## src/rtl/ysyx_22040729_operand_issue.sv

```systemverilog
// Operand fetch/issue stage: holds one decoded instruction, reads the register file,
// stalls on scoreboard hazards and resolves operands through a registered writeback bypass.
module ysyx_22040729_operand_issue #(
  parameter int REGI_DEPTH = 32,
  parameter int DATA_WIDTH = 64,
  parameter int PC_WIDTH   = 64,
  localparam int AW        = $clog2(REGI_DEPTH)
) (
  input  logic                  clk,
  input  logic                  rst,
  input  logic                  flush,
  input  logic                  in_valid,
  output logic                  in_ready,
  input  logic [PC_WIDTH-1:0]   in_pc,
  input  logic [AW-1:0]         in_rs1,
  input  logic [AW-1:0]         in_rs2,
  input  logic                  in_use_rs1,
  input  logic                  in_use_rs2,
  input  logic [AW-1:0]         in_rd,
  input  logic                  in_rd_wen,
  output logic [AW-1:0]         rf_raddr1,
  output logic [AW-1:0]         rf_raddr2,
  input  logic [DATA_WIDTH-1:0] rf_rdata1,
  input  logic [DATA_WIDTH-1:0] rf_rdata2,
  input  logic                  wb_valid,
  input  logic [AW-1:0]         wb_rd,
  input  logic [DATA_WIDTH-1:0] wb_data,
  output logic                  out_valid,
  input  logic                  out_ready,
  output logic [PC_WIDTH-1:0]   out_pc,
  output logic [AW-1:0]         out_rd,
  output logic                  out_rd_wen,
  output logic [DATA_WIDTH-1:0] out_src1,
  output logic [DATA_WIDTH-1:0] out_src2
);

  logic                  h_valid_q, h_valid_d;
  logic [PC_WIDTH-1:0]   h_pc_q, h_pc_d;
  logic [AW-1:0]         h_rs1_q, h_rs1_d;
  logic [AW-1:0]         h_rs2_q, h_rs2_d;
  logic [AW-1:0]         h_rd_q, h_rd_d;
  logic                  h_use1_q, h_use1_d;
  logic                  h_use2_q, h_use2_d;
  logic                  h_rd_wen_q, h_rd_wen_d;
  logic [REGI_DEPTH-1:0] sb_q, sb_d;
  logic                  bp_valid_q, bp_valid_d;
  logic [AW-1:0]         bp_rd_q, bp_rd_d;
  logic [DATA_WIDTH-1:0] bp_data_q, bp_data_d;
  logic                  hazard;
  logic                  out_fire;
  logic                  accept;

  // Handshake: the read port follows the incoming instruction on accept, otherwise
  // keeps re-reading the held sources so stale data refreshes every stall cycle.
  always_comb begin
    hazard    = (h_use1_q && sb_q[h_rs1_q]) ||
                (h_use2_q && sb_q[h_rs2_q]) ||
                (h_rd_wen_q && sb_q[h_rd_q]);
    out_valid = h_valid_q && !hazard && !flush;
    out_fire  = out_valid && out_ready;
    in_ready  = !h_valid_q || out_fire;
    accept    = in_valid && in_ready;
    rf_raddr1 = accept ? in_rs1 : h_rs1_q;
    rf_raddr2 = accept ? in_rs2 : h_rs2_q;
  end

  assign out_pc     = h_pc_q;
  assign out_rd     = h_rd_q;
  assign out_rd_wen = h_rd_wen_q;

  always_comb begin
    out_src1 = rf_rdata1;
    if (h_rs1_q == '0) begin
      out_src1 = '0;
    end else if (bp_valid_q && (bp_rd_q == h_rs1_q)) begin
      out_src1 = bp_data_q;
    end
  end

  always_comb begin
    out_src2 = rf_rdata2;
    if (h_rs2_q == '0) begin
      out_src2 = '0;
    end else if (bp_valid_q && (bp_rd_q == h_rs2_q)) begin
      out_src2 = bp_data_q;
    end
  end

  always_comb begin
    h_valid_d  = h_valid_q;
    h_pc_d     = h_pc_q;
    h_rs1_d    = h_rs1_q;
    h_rs2_d    = h_rs2_q;
    h_rd_d     = h_rd_q;
    h_use1_d   = h_use1_q;
    h_use2_d   = h_use2_q;
    h_rd_wen_d = h_rd_wen_q;
    if (accept) begin
      h_valid_d  = 1'b1;
      h_pc_d     = in_pc;
      h_rs1_d    = in_rs1;
      h_rs2_d    = in_rs2;
      h_rd_d     = in_rd;
      h_use1_d   = in_use_rs1;
      h_use2_d   = in_use_rs2;
      h_rd_wen_d = in_rd_wen;
    end else if (out_fire || flush) begin
      h_valid_d = 1'b0;
    end

    // Set after clear so an issue to the same index being retired stays pending.
    sb_d = sb_q;
    if (wb_valid) begin
      sb_d[wb_rd] = 1'b0;
    end
    if (out_fire && h_rd_wen_q && (h_rd_q != '0)) begin
      sb_d[h_rd_q] = 1'b1;
    end
    sb_d[0] = 1'b0;

    bp_valid_d = wb_valid && (wb_rd != '0);
    bp_rd_d    = wb_rd;
    bp_data_d  = wb_data;
  end

  always_ff @(posedge clk) begin
    if (rst) begin
      h_valid_q  <= 1'b0;
      h_pc_q     <= '0;
      h_rs1_q    <= '0;
      h_rs2_q    <= '0;
      h_rd_q     <= '0;
      h_use1_q   <= 1'b0;
      h_use2_q   <= 1'b0;
      h_rd_wen_q <= 1'b0;
      sb_q       <= '0;
      bp_valid_q <= 1'b0;
      bp_rd_q    <= '0;
      bp_data_q  <= '0;
    end else begin
      h_valid_q  <= h_valid_d;
      h_pc_q     <= h_pc_d;
      h_rs1_q    <= h_rs1_d;
      h_rs2_q    <= h_rs2_d;
      h_rd_q     <= h_rd_d;
      h_use1_q   <= h_use1_d;
      h_use2_q   <= h_use2_d;
      h_rd_wen_q <= h_rd_wen_d;
      sb_q       <= sb_d;
      bp_valid_q <= bp_valid_d;
      bp_rd_q    <= bp_rd_d;
      bp_data_q  <= bp_data_d;
    end
  end

endmodule

```

## config.mk

```make
export PLATFORM = sky130hd
export DESIGN_NAME = ysyx_22040729_operand_issue
export DESIGN_NICKNAME = d
export VERILOG_FILES = /design/src/rtl/ysyx_22040729_operand_issue.sv
export SDC_FILE = /design/constraint.sdc
export NUM_CORES = 1
export LEC_CHECK = 0
export ABC_AREA = 1
export CAP_MARGIN = 25
export CORE_AREA = 2 2 190 192
export DETAILED_ROUTE_END_ITERATION = 16
export DIE_AREA = 0 0 192 194
export DONT_BUFFER_PORTS = 1
export PLACE_DENSITY = 0.46
export SLEW_MARGIN = 5
export SYNTH_ARGS = -nofsm -noshare
export SYNTH_HDL_FRONTEND = slang
export SYNTH_SLANG_ARGS = --single-unit
```

## constraint.sdc

```tcl
create_clock -name clk -period 2.5 [get_ports clk]
set_input_delay 0.5 -clock clk [delete_from_list [all_inputs] [get_ports clk]]
set_output_delay 0.5 -clock clk [all_outputs]
set_load 0.01 [all_outputs]
```

Yosys cells after proc, flatten, opt, wreduce, memory -nomap -nowiden
Cells that the tools add are included.

operators by class
  order comparisons = 6
  eq/ne operators = 2
  mux-type cells = 20
  bitwise operators = 3
  reduce and logical (&&, ||, !) cells = 26

operators with widths
  operator                                                                       number
  64-bit two-way mux                                                             4
  32-bit two-way mux                                                             2
  32-bit AND                                                                     1
  32-bit NOT                                                                     1
  32-bit OR                                                                      1
  5-bit by 6-bit less-than comparator with 1-bit output (second input constant)  4
  1-bit binary-select mux with 5-bit select                                      3
  1-bit logical AND                                                              14
  1-bit demux with 5-bit select                                                  2
  5-bit == test                                                                  2
  5-bit by 1-bit >= comparator with 1-bit output (second input constant)         2
  5-bit logical NOT                                                              2
  5-bit two-way mux                                                              2
  5-bit nonzero test                                                             2
  1-bit two-way mux                                                              7
  1-bit logical OR                                                               4
  1-bit logical NOT                                                              3
  2-bit nonzero test                                                             1

word-level totals
  register bits = 185
  bits of input ports = 285
  output and inout port bits = 210
  word-level logic and storage cells = 70

Longest topological paths before layout
Gate-level depths: netlist of the first run.

  depth in word-level cells = 12
  gate-level depth with buffers = 18
  depth with buffers taken out = 16

Worst setup path after synthesis of the first run
No wires, ideal clock.

  kind = reg-to-output
  start point = register h_rd_q[0] (netlist: out_rd[0])
  end point = output port rf_raddr1[0]
  data arrival time = 1,880 ps
  data required time = 2,000 ps
  slack = 120 ps
  stages on the path, launching flop included = 19
  buffers on the path = 3
  cells stage by stage = dfxtp_1 -> inv_2 -> buf_6 -> nand2_1 -> nand2_1 -> nand2_1 -> nand2_1 -> nand2_1 -> nand2_1 -> nor2_1 -> nand2_1 -> a21oi_1 -> nand4_1 -> nand2_1 -> buf_4 -> buf_4 -> nand3b_1 -> nand2_1 -> inv_1

between the ends
  word-level cells in the longest chain between the ends = 11

ends and longest elaborated chain
  what                                       RTL line  text
  start, declared                            41        logic [AW-1:0] h_rd_q, h_rd_d;
  start signal, assigned                     145       h_rd_q <= h_rd_d;
  1-bit binary-select mux with 5-bit select  58        (h_rd_wen_q && sb_q[h_rd_q]);
  1-bit two-way mux (not written as such)    58
  1-bit logical AND                          58
  1-bit logical OR                           57        (h_use2_q && sb_q[h_rs2_q]) ||
  1-bit logical NOT                          59        out_valid = h_valid_q && !hazard && !flush;
  1-bit logical AND (2 in series)            59
  1-bit logical AND                          60        out_fire = out_valid && out_ready;
  1-bit logical OR                           61        in_ready = !h_valid_q || out_fire;
  1-bit logical AND                          62        accept = in_valid && in_ready;
  5-bit two-way mux                          -
  end, declared                              21        output logic [AW-1:0] rf_raddr1,

Every way passes these cells. The select of a mux whose other input is x is not followed.

Worst setup path after layout of the first run
Same ends and word-level chain as after synthesis.

==> impl_results.md, run 1 <==
* Wirelength, routed at around 56,000 µm
* Die height at around 190 µm
* Worst setup endpoint: rf_raddr1[0]
* Setup violators final at 140
* Clock skew at around 0.018 ns
* Met1 Track Usage GR at ~32%
* Vias at around 13,000
* Cts bufs inserted at 17
* DRC viols at 0
* Final Cycle Share at 119%
* Cell with the most instances after synthesis: nand2_1
* Synth top area cells: dfxtp_1, nand2_1, a21oi_1
* Crit path cell chain: buf_6 -> nand2_2 -> nand2_2 -> nand2_1 -> nand2_1 -> nand2_1 -> nand2_1 -> nor2_2 -> nand2_2 -> a21oi_2 -> nand4_1 -> nand2_4 -> buf_12 -> nand3b_1 -> nand2_2 -> inv_2
* Largest net degree at the start of global routing at 156
* Initial antenna violation count at 5
* M2 GR Usage at a little over two fifths
* Flop-to-flop setup slack at 0.04 ns
* Antenna Nets Post-Route at 0
* Minimum clock period at slightly below 3 ns
* Core area at roughly 35,000 µm²
* Worst-path clk slew at ~0.080 ns
* Pwr Density at around 560 nW/µm²
* Final Cell Area at roughly 16,000 µm²
* Worst Path Max Fanout at 11
* Critical Path RT at approximately 2 ns
* Setup crit start: out_rd[0]
* Synth Flop Type: dfxtp_1
* Via density at around 5.7
* Gpl congestion at 0.897
* CTS tree: built
* Post-DP Area at roughly 12,000 µm²
* Post-Syn Instances at ~1,600
* Post-route setup slack at -0.477 ns
* WP depth at 16
* EDFF count, synth at 0
* Slew Limit Headroom at 48.4%
* Library cells used by synthesis at 20
* Worst vdd ir at about 520 µV
* Critical path arrival at ~2.5 ns
* Initial DRC Count at approximately 1,100
* FF+latch count, synth at 184
* Largest delay share family, worst path: simple AND/OR/NAND/NOR gates
* DIE AREA at roughly 37,000 µm²
* Clock sinks at roughly 180
* Slowest CP cell: dfxtp_4
* Yosys warns at 0
* Layout cell share with drive strength beyond 1 at 34.9%
* Root buffer cell: clkbuf_16
* Status: finished, violations left
* Yosys top cell by area: dfxtp_1
* Reg-to-Reg Start: out_rd[2]
* Syn avg cell area at between 6 and 7 µm²
* Std-Cell Rows at 69
* Fmax at between 0.3 and 0.4 GHz
* CTS HTree Levels at 4
* Met3 Use GR at ~8.3%
* DR pass1 iterations at 5
* Worst hold path type: input port to flip-flop
* Tot GR Track Use at 26.9%
* Vias in the first global route at around 12,000
* Max-Cap Viols at 0
* HPWL after DPL at 32,900 µm
* Post-Synthesis Net Count at roughly 1,900
* Final core utilization at a little under half
* Clock Path Buffers at 2
* Starting Density at slightly below 30%
* Gr ovfl total at 0
* Final Max Tran Viols at 0
* GRT busiest layer: met2
* Least-Margin Pin Slew at about 0.77 ns
* Die extent in x at around 190 µm
* Post-Syn Area at 10,300 µm²
* Final Hold Fails at 0
* Async set-or-reset flop fraction in the synthesized netlist at 0%
* Hold buffer count at cts at 0
* Worst-case reg-to-reg path depth at 15
* Leak Pwr at 6.66 nW
* Sequential area share after synthesis at between 30% and 40%
* Critical path type: flip-flop to output port
* Post-synth top area share at a little over a third
* Buf+Inv Stages, Crit Path at 3
* Pwr Total at about 9.2 mW
* Max stage delay on crit path at 0.39 ns
* Boundary Pins at approximately 500
* First-pass GRT wire length at 74,900 µm
* Reg-to-Reg End: out_pc[18]
* Fin nets at between 2,000 and 2,500
* Setup crit end kind: output port
* Port bufs at 0
* Violated checks: setup timing
* Most common library cells after synthesis: nand2_1, a21oi_1, nor2_1, dfxtp_1, inv_1
* Unrepaired setup endpoints after global routing: true
* Critical path launch point type: flip-flop
* Clk_lat worst skew at approximately 0.45 ns
* Area Overhead vs Synth at 58.9%
* WL/cell at about 25 µm
[repair_timing]
item	in CTS	in global routing
pin swaps	84	61
setup buffers	50	30
gates resized for setup	393	266
setup endpoints to repair	175	240
gates cloned	26	15
[sequential cells by signal, summed over array words and instances, names as in the netlist]
signal and count:
h_rs2_q 5, out_rd_wen 1, sb_q 31, h_use2_q 1, bp_data_q 64, h_use1_q 1
bp_rd_q 5, h_valid_q 1, out_rd 5, h_rs1_q 5, bp_valid_q 1, out_pc 64
[report_power, final]
part	leakage [nW]	switching [mW]	internal, mW
clock network	0.275	1.33	1.43
registers	1.53	0.210	3.11
logic	4.86	1.74	1.39
[metal layers]
layer  vias up  share of wire (%)
met5         -              0.023
met3       186                 10
met1      5957                 39
li1       5658                  -
met2       836                 46
met4         2                4.6
[layout by cell type, fill, tap and decap left out, drive strengths merged, types with 4 or more instances in the layout]
cell type / synthesis / final
nand3: 98 / 98
nor3: 10 / 10
buf: 41 / 222
a221oi: 4 / 4
o22ai: 4 / 4
nor2: 188 / 188
nand2: 361 / 361
inv: 144 / 151
o211ai: 6 / 6
a21oi: 238 / 238
clkbuf: 97 / 31
nand3b: 82 / 82
dfxtp: 184 / 184
nand4: 130 / 130
o21ai: 35 / 35
[worst min-delay path by stage]
stage               depth (start not counted)      from  endpoint  slack, ns
floorplan                                   2  h_use1_q  h_use1_q       0.45
global placement                            2  sb_q[29]  sb_q[29]       0.49
detailed placement                          2   sb_q[3]   sb_q[3]       0.48
CTS                                         1       rst   sb_q[1]       0.08
global route                                1       rst  sb_q[30]       0.09
finish                                      1       rst  sb_q[28]       0.12
[cell type report]
cell class | count | area [µm²]
timing repair buffer | 236 | 3260
tap | 461 | 577
clock inverter | 13 | 133
clock buffer | 19 | 443
inverter | 144 | 568
fill | 3367 | 18800
multi-input combinational | 1157 | 7700
sequential | 184 | 3720
antenna | 3 | 7.51
[through the flow]
stage	setup WS [ns]	hold slack, ns	cells	TNS [ns]
finish	-0.477	0.122	2217	-47.72
global route	-0.696	0.0900	2216	-68.59
detailed placement	-0.216	0.482	2073	-4.22
floorplan	0.120	0.452	1623	0
global placement	-0.140	0.485	2073	-2.15
CTS	-0.498	0.0827	2179	-43.87
[logic make-up after synthesis]
family                 Yosys count  share of synthesized area [%]
and+or+nand+nor                870                           39.1
buffers and inverters          282                           11.0
DFF                            184                           35.7
AOI/OAI and AO/OA              287                           14.2
Power figures use the tool's default switching activity.
==> inputs of run 2 (changes only) <==
CORE_AREA = 2 2 193 195   (was 2 2 190 192)
CTS_BUF_LIST = sky130_fd_sc_hd__clkbuf_2   (was unset)
DIE_AREA = 0 0 195 197   (was 0 0 192 194)
PLACE_DENSITY = 0.45   (was 0.46)
==> impl_results.md, run 2 (same netlist as run 1, synthesis figures left out) <==
* Status: finished, violations left
* Violated checks: hold timing, setup timing
* Area of the multi-input gates at between 7000 and 8000 µm²
* Via density at 5.61
* Critical path arrival at slightly below 3 ns
* Leak Pwr at about 6.8 nW
* CTS tree: built
* Setup crit end kind: output port
* Largest net degree at the start of global routing at approximately 160
* Fmax at 0.292 GHz
* Fill cells at 3,495
* DR pass1 iterations at 5
* Std-Cell Rows at 70
* Pwr Density at around 500 nW/µm²
* Vias in the first global route at roughly 12,000
* Core area at about 36,000 µm²
* DRC viols at 0
* Clock sinks at between 150 and 200
* Fin nets at roughly 2,100
* Hold depth at 2
* Final Cycle Share at 137%
* Final Hold Fails at 77
* Max-Cap Viols at 0
* Final Max Tran Viols at 0
* Commonest non-fill, non-tap cell in the layout: nand2_1
* Critical path launch point type: flip-flop
* Antenna Nets Post-Route at 0
* Worst hold path type: input port to flip-flop
* Layout cell share with drive strength beyond 1 at roughly a third
* Reg area at 3710 µm²
* Root buffer cell: clkbuf_2
* Critical path type: flip-flop to output port
* Pre-CTS WS at -0.236 ns
* Die height at slightly below 200 µm
* Worst-path clk slew at about 0.31 ns
* Die extent in x at slightly below 200 µm
* Slew Limit Headroom at 51.6%
* WL/cell at approximately 25 µm
* Vias at about 13,000
* Clk_lat worst skew at 0.86 ns
* Post-route setup slack at -0.920 ns
* Pwr Total at between 8 and 9 mW
* Critical Path RT at approximately 2.0 ns
* Setup TNS at -103.53 ns
* Clock Path Buffers at 2
* Starting Density at around 28%
* Cts bufs inserted at 17
* Final core utilization at about 46%
* WHS at -0.200 ns
* Hold buffer count at cts at between 70 and 80
* Boundary Pins at ~500
* Gr ovfl total at 0
* CTS HTree Levels at 4
* HPWL after DPL at approximately 35,000 µm
* Area Overhead vs Synth at 62.0%
* Wirelength, routed at 57,100 µm
* Initial antenna violation count at 7
* Tot GR Track Use at about 27%
* First-pass GRT wire length at approximately 79,000 µm
* Minimum clock period at 3.42 ns
* Unrepaired setup endpoints after global routing: true
* Setup violators final at about 160
* Worst vdd ir at about 350 µV
* Most frequent cells in the layout: nand2_1, nor2_1, dfxtp_1
* Port bufs at 0
* Initial DRC Count at between 900 and 1,000
* Gpl congestion at 0.890
* Worst-case reg-to-reg path depth at 21
* Least-Margin Pin Slew at 0.726 ns
* Clock skew at about 0.047 ns
* DIE AREA at around 38,000 µm²
* Worst Path Max Fanout at 6
-- run 2: final timing paths --
kind / from / endpoint / slack [ns]
max reg2reg: out_rd[0] / out_pc[19] / -0.15
max: out_rd[0] / rf_raddr1[0] / -0.92
min: in_valid / out_pc[25] / -0.20
min reg2reg: sb_q[6] / sb_q[6] / 0.53
-- run 2: where the power goes --
| part | internal, mW | switching (mW) |
|---|---|---|
| sequential | 3.12 | 0.205 |
| clock | 0.600 | 1.23 |
| combinational | 1.41 | 1.78 |
| total | 5.14 | 3.21 |
-- run 2: layer usage --
metal  global-route usage, %  up-vias  wire, µm
li1                        -     5806         -
met1                    32.1     6102     21700
met2                    45.5      808     26900
met3                    8.44      190      5650
met4                    13.4        6      2800
met5                       0        -        34
-- run 2: area by class of cell --
cell class | instances | share of cell area, %
Antenna cell | 6 | 0.0897
Clock buffer | 18 | 0.538
Clock inverter | 14 | 1.11
Inverter | 144 | 3.43
Multi-Input combinational cell | 1157 | 45.5
Sequential cell | 184 | 22.2
Tap cell | 468 | 3.50
Timing Repair Buffer | 309 | 23.6
-- run 2: critical path: stages (launching register included) --
cell and delay [ns]:
dfxtp_4 0.45, buf_6 0.14, nand2_2 0.05, nand2_1 0.05, nand2_1 0.06, nand2_1 0.06, nand2_1 0.05, nand2_1 0.05
nor2_2 0.11, nand2_1 0.09, a21oi_2 0.14, nand4_1 0.19, nand2_4 0.15, buf_6 0.14, nand3b_1 0.15, nand2_2 0.13
inv_2 0.05
-- run 2: timing repair --
action	CTS	global route
gates resized for setup	505	166
setup endpoints to repair	141	206
setup buffers	62	17
cloned	32	5
hold endpoints to repair	184	83
pin swaps	183	104
-- run 2: per-stage QoR --
step | std cells | cell area (µm²)
final | 2300 | 16700
after global routing | 2299 | 16700
after CTS | 2290 | 16100
after detailed placement | 2091 | 11700
after global placement | 2091 | 11700
after floorplan | 1623 | 10300
==> inputs of run 3 (changes only) <==
clock period = 4.3 ns   (was 2.5 ns; I/O delays follow)
==> impl_results.md, run 3 (same netlist as run 1, synthesis figures left out) <==
* Placed cell count at approximately 2,000
* Post-DP Area at roughly 11,000 µm²
* Routed met2 length at about 21,000 µm
* Max-Cap Viols at 0
* Routed wl met3 at around 3500 µm
* Final Max Tran Viols at 0
* Vias at roughly 11,000
* Area Overhead vs Synth at 13.3%
* Critical path launch point type: flip-flop
* Tot GR Track Use at 22.4%
* Slowest CP cell: dfxtp_4
* Cts bufs inserted at 17
* Critical Path RT at roughly 3.4 ns
* Power Internal at roughly 2.3 mW
* Pwr Total at 3.75 mW
* Critical path arrival at between 3 and 4 ns
* Clock sinks at 184
* Most used cell along the critical path: buf_4
* Clock share of power at between 20% and 30%
* Clk_lat worst skew at 0.82 ns
* Largest net degree at the start of global routing at ~160
* Core area at 36,300 µm²
* Fill cells at 4,083
* Top sig layer: met5
* Slew Limit Headroom at between 30% and 40%
* WL met1 at between 15,000 and 20,000 µm
* HPWL after DPL at between 30,000 and 40,000 µm
* Initial antenna violation count at 4
* Gr ovfl total at 0
* Setup crit end kind: output port
* Final Hold Fails at 0
* Most frequent cells in the layout: nand2_1, a21oi_1, nor2_1
* Std-Cell Rows at 70
* Clock Path Buffers at 2
* Comb pwr share at 26.9%
* Worst vdd ir at 144 µV
* Antenna Nets Post-Route at 0
* DR pass1 iterations at 5
* Initial DRC Count at about 730
* Wirelength, routed at ~45,000 µm
* Setup violators final at 0
* DRC viols at 0
* Minimum clock period at approximately 4 ns
* Fmax at 0.249 GHz
* DIE AREA at about 38,000 µm²
* Worst Path Max Fanout at between 60 and 70
* Gpl congestion at about 0.9
* Non-filler instance count after layout at approximately 2,100
* Final Cycle Share at slightly above 90%
* Boundary Pins at 495
* Critical path type: flip-flop to output port
* Root buffer cell: clkbuf_2
* Crit path cell chain: clkinvlp_4 -> buf_4 -> buf_4 -> o22ai_1 -> a21oi_4 -> nand3_2 -> buf_8 -> nand2_1 -> a21oi_1
* Via density at ~5.4
* CTS tree: built
* First-pass GRT wire length at approximately 65,000 µm
* WL/cell at around 21 µm
* Vias in the first global route at 10,600
* Commonest non-fill, non-tap cell in the layout: nand2_1
* Net Sw Frac at roughly two fifths
* Clock skew at 0.0391 ns
* Worst-path clk slew at between 0.2 and 0.3 ns
* Starting Density at 28.5%
* Net Sw Power at ~1.5 mW
* CTS HTree Levels at 4
* Sequential power share at between 50% and 60%
* Least-Margin Pin Slew at just under 1 ns
* Status: completed
* Leak Pwr at between 4 and 5 nW
* Final Cell Area at around 12,000 µm²
* Die extent in x at approximately 200 µm
* Layout cell share with drive strength beyond 1 at 6.72%
* Fin nets at about 1,900
* Die height at 197 µm
* Worst hold path type: input port to flip-flop
* Pwr Density at 320 nW/µm²
* Port bufs at 0
* Max stage delay on crit path at 0.50 ns
## run 3: repair_timing
item | CTS | global route
setup buffers | 3 | 7
setup endpoints to repair | 74 | 29
cloned | 0 | 1
resized for setup | 15 | 16
hold buffers | 61 | 0
pin swaps | 1 | 2
endpoints found under the hold margin | 107 | 0
## run 3: layout make-up
type | instances | area (µm²) | area share [%]
Inverter | 144 | 554 | 4.74
Clock buffer | 21 | 105 | 0.898
Multi-Input combinational cell | 1158 | 5670 | 48.5
Timing Repair Buffer | 104 | 1000 | 8.57
Clock inverter | 11 | 75.1 | 0.642
Antenna cell | 3 | 7.51 | 0.0642
Tap cell | 468 | 586 | 5.01
Sequential cell | 184 | 3700 | 31.6
## run 3: critical path: cells and delay by family (launching register included)
kind	cells	cell delay, ns
DFF	1	0.50
AOI/OAI and AO/OA	3	0.74
buffers and inverters	4	0.88
and+or+nand+nor	2	0.20
## run 3: path summary, 6_finish.rpt
| kind | cells past startpoint | start | to | slack, ns |
|---|---|---|---|---|
| worst max register to register | 13 | h_rs1_q[1] | out_pc[28] | 1.58 |
| worst min register to register | 2 | sb_q[4] | sb_q[4] | 0.52 |
| worst min-delay path | 1 | rst | h_rs2_q[3] | 0.14 |
| worst max-delay path | 9 | h_rs2_q[1] | out_src2[8] | 0.29 |
## run 3: per-layer routing
metal,up-vias,track usage (%)
li1,5372,-
met1,5258,27.6
met2,532,37.6
met3,84,5.46
met4,2,8.93
met5,-,0
## run 3: stage by stage
| stage | utilization [%] | setup TNS [ns] | worst slack [ns] | hold WS (ns) |
|---|---|---|---|---|
| after global routing | 32.3 | -0.0167 | -0.0167 | 0.00242 |
| after detailed placement | 29.5 | 0 | 0.523 | 0.485 |
| after floorplan | - | 0 | 1.56 | 0.452 |
| final | 32.3 | 0 | 0.289 | 0.143 |
| after CTS | 32.0 | 0 | 0.0376 | 0.00183 |
| after global placement | 29.5 | 0 | 0.576 | 0.478 |
## run 3: power by group through the flow
stage	clock network [mW]	logic (mW)	registers (mW)
after floorplan	0	0.716	1.92
after global placement	0	0.921	1.97
after detailed placement	0	0.919	1.97
after CTS	0.861	0.997	1.94
after global routing	0.922	1.10	1.96
final	0.798	1.01	1.94
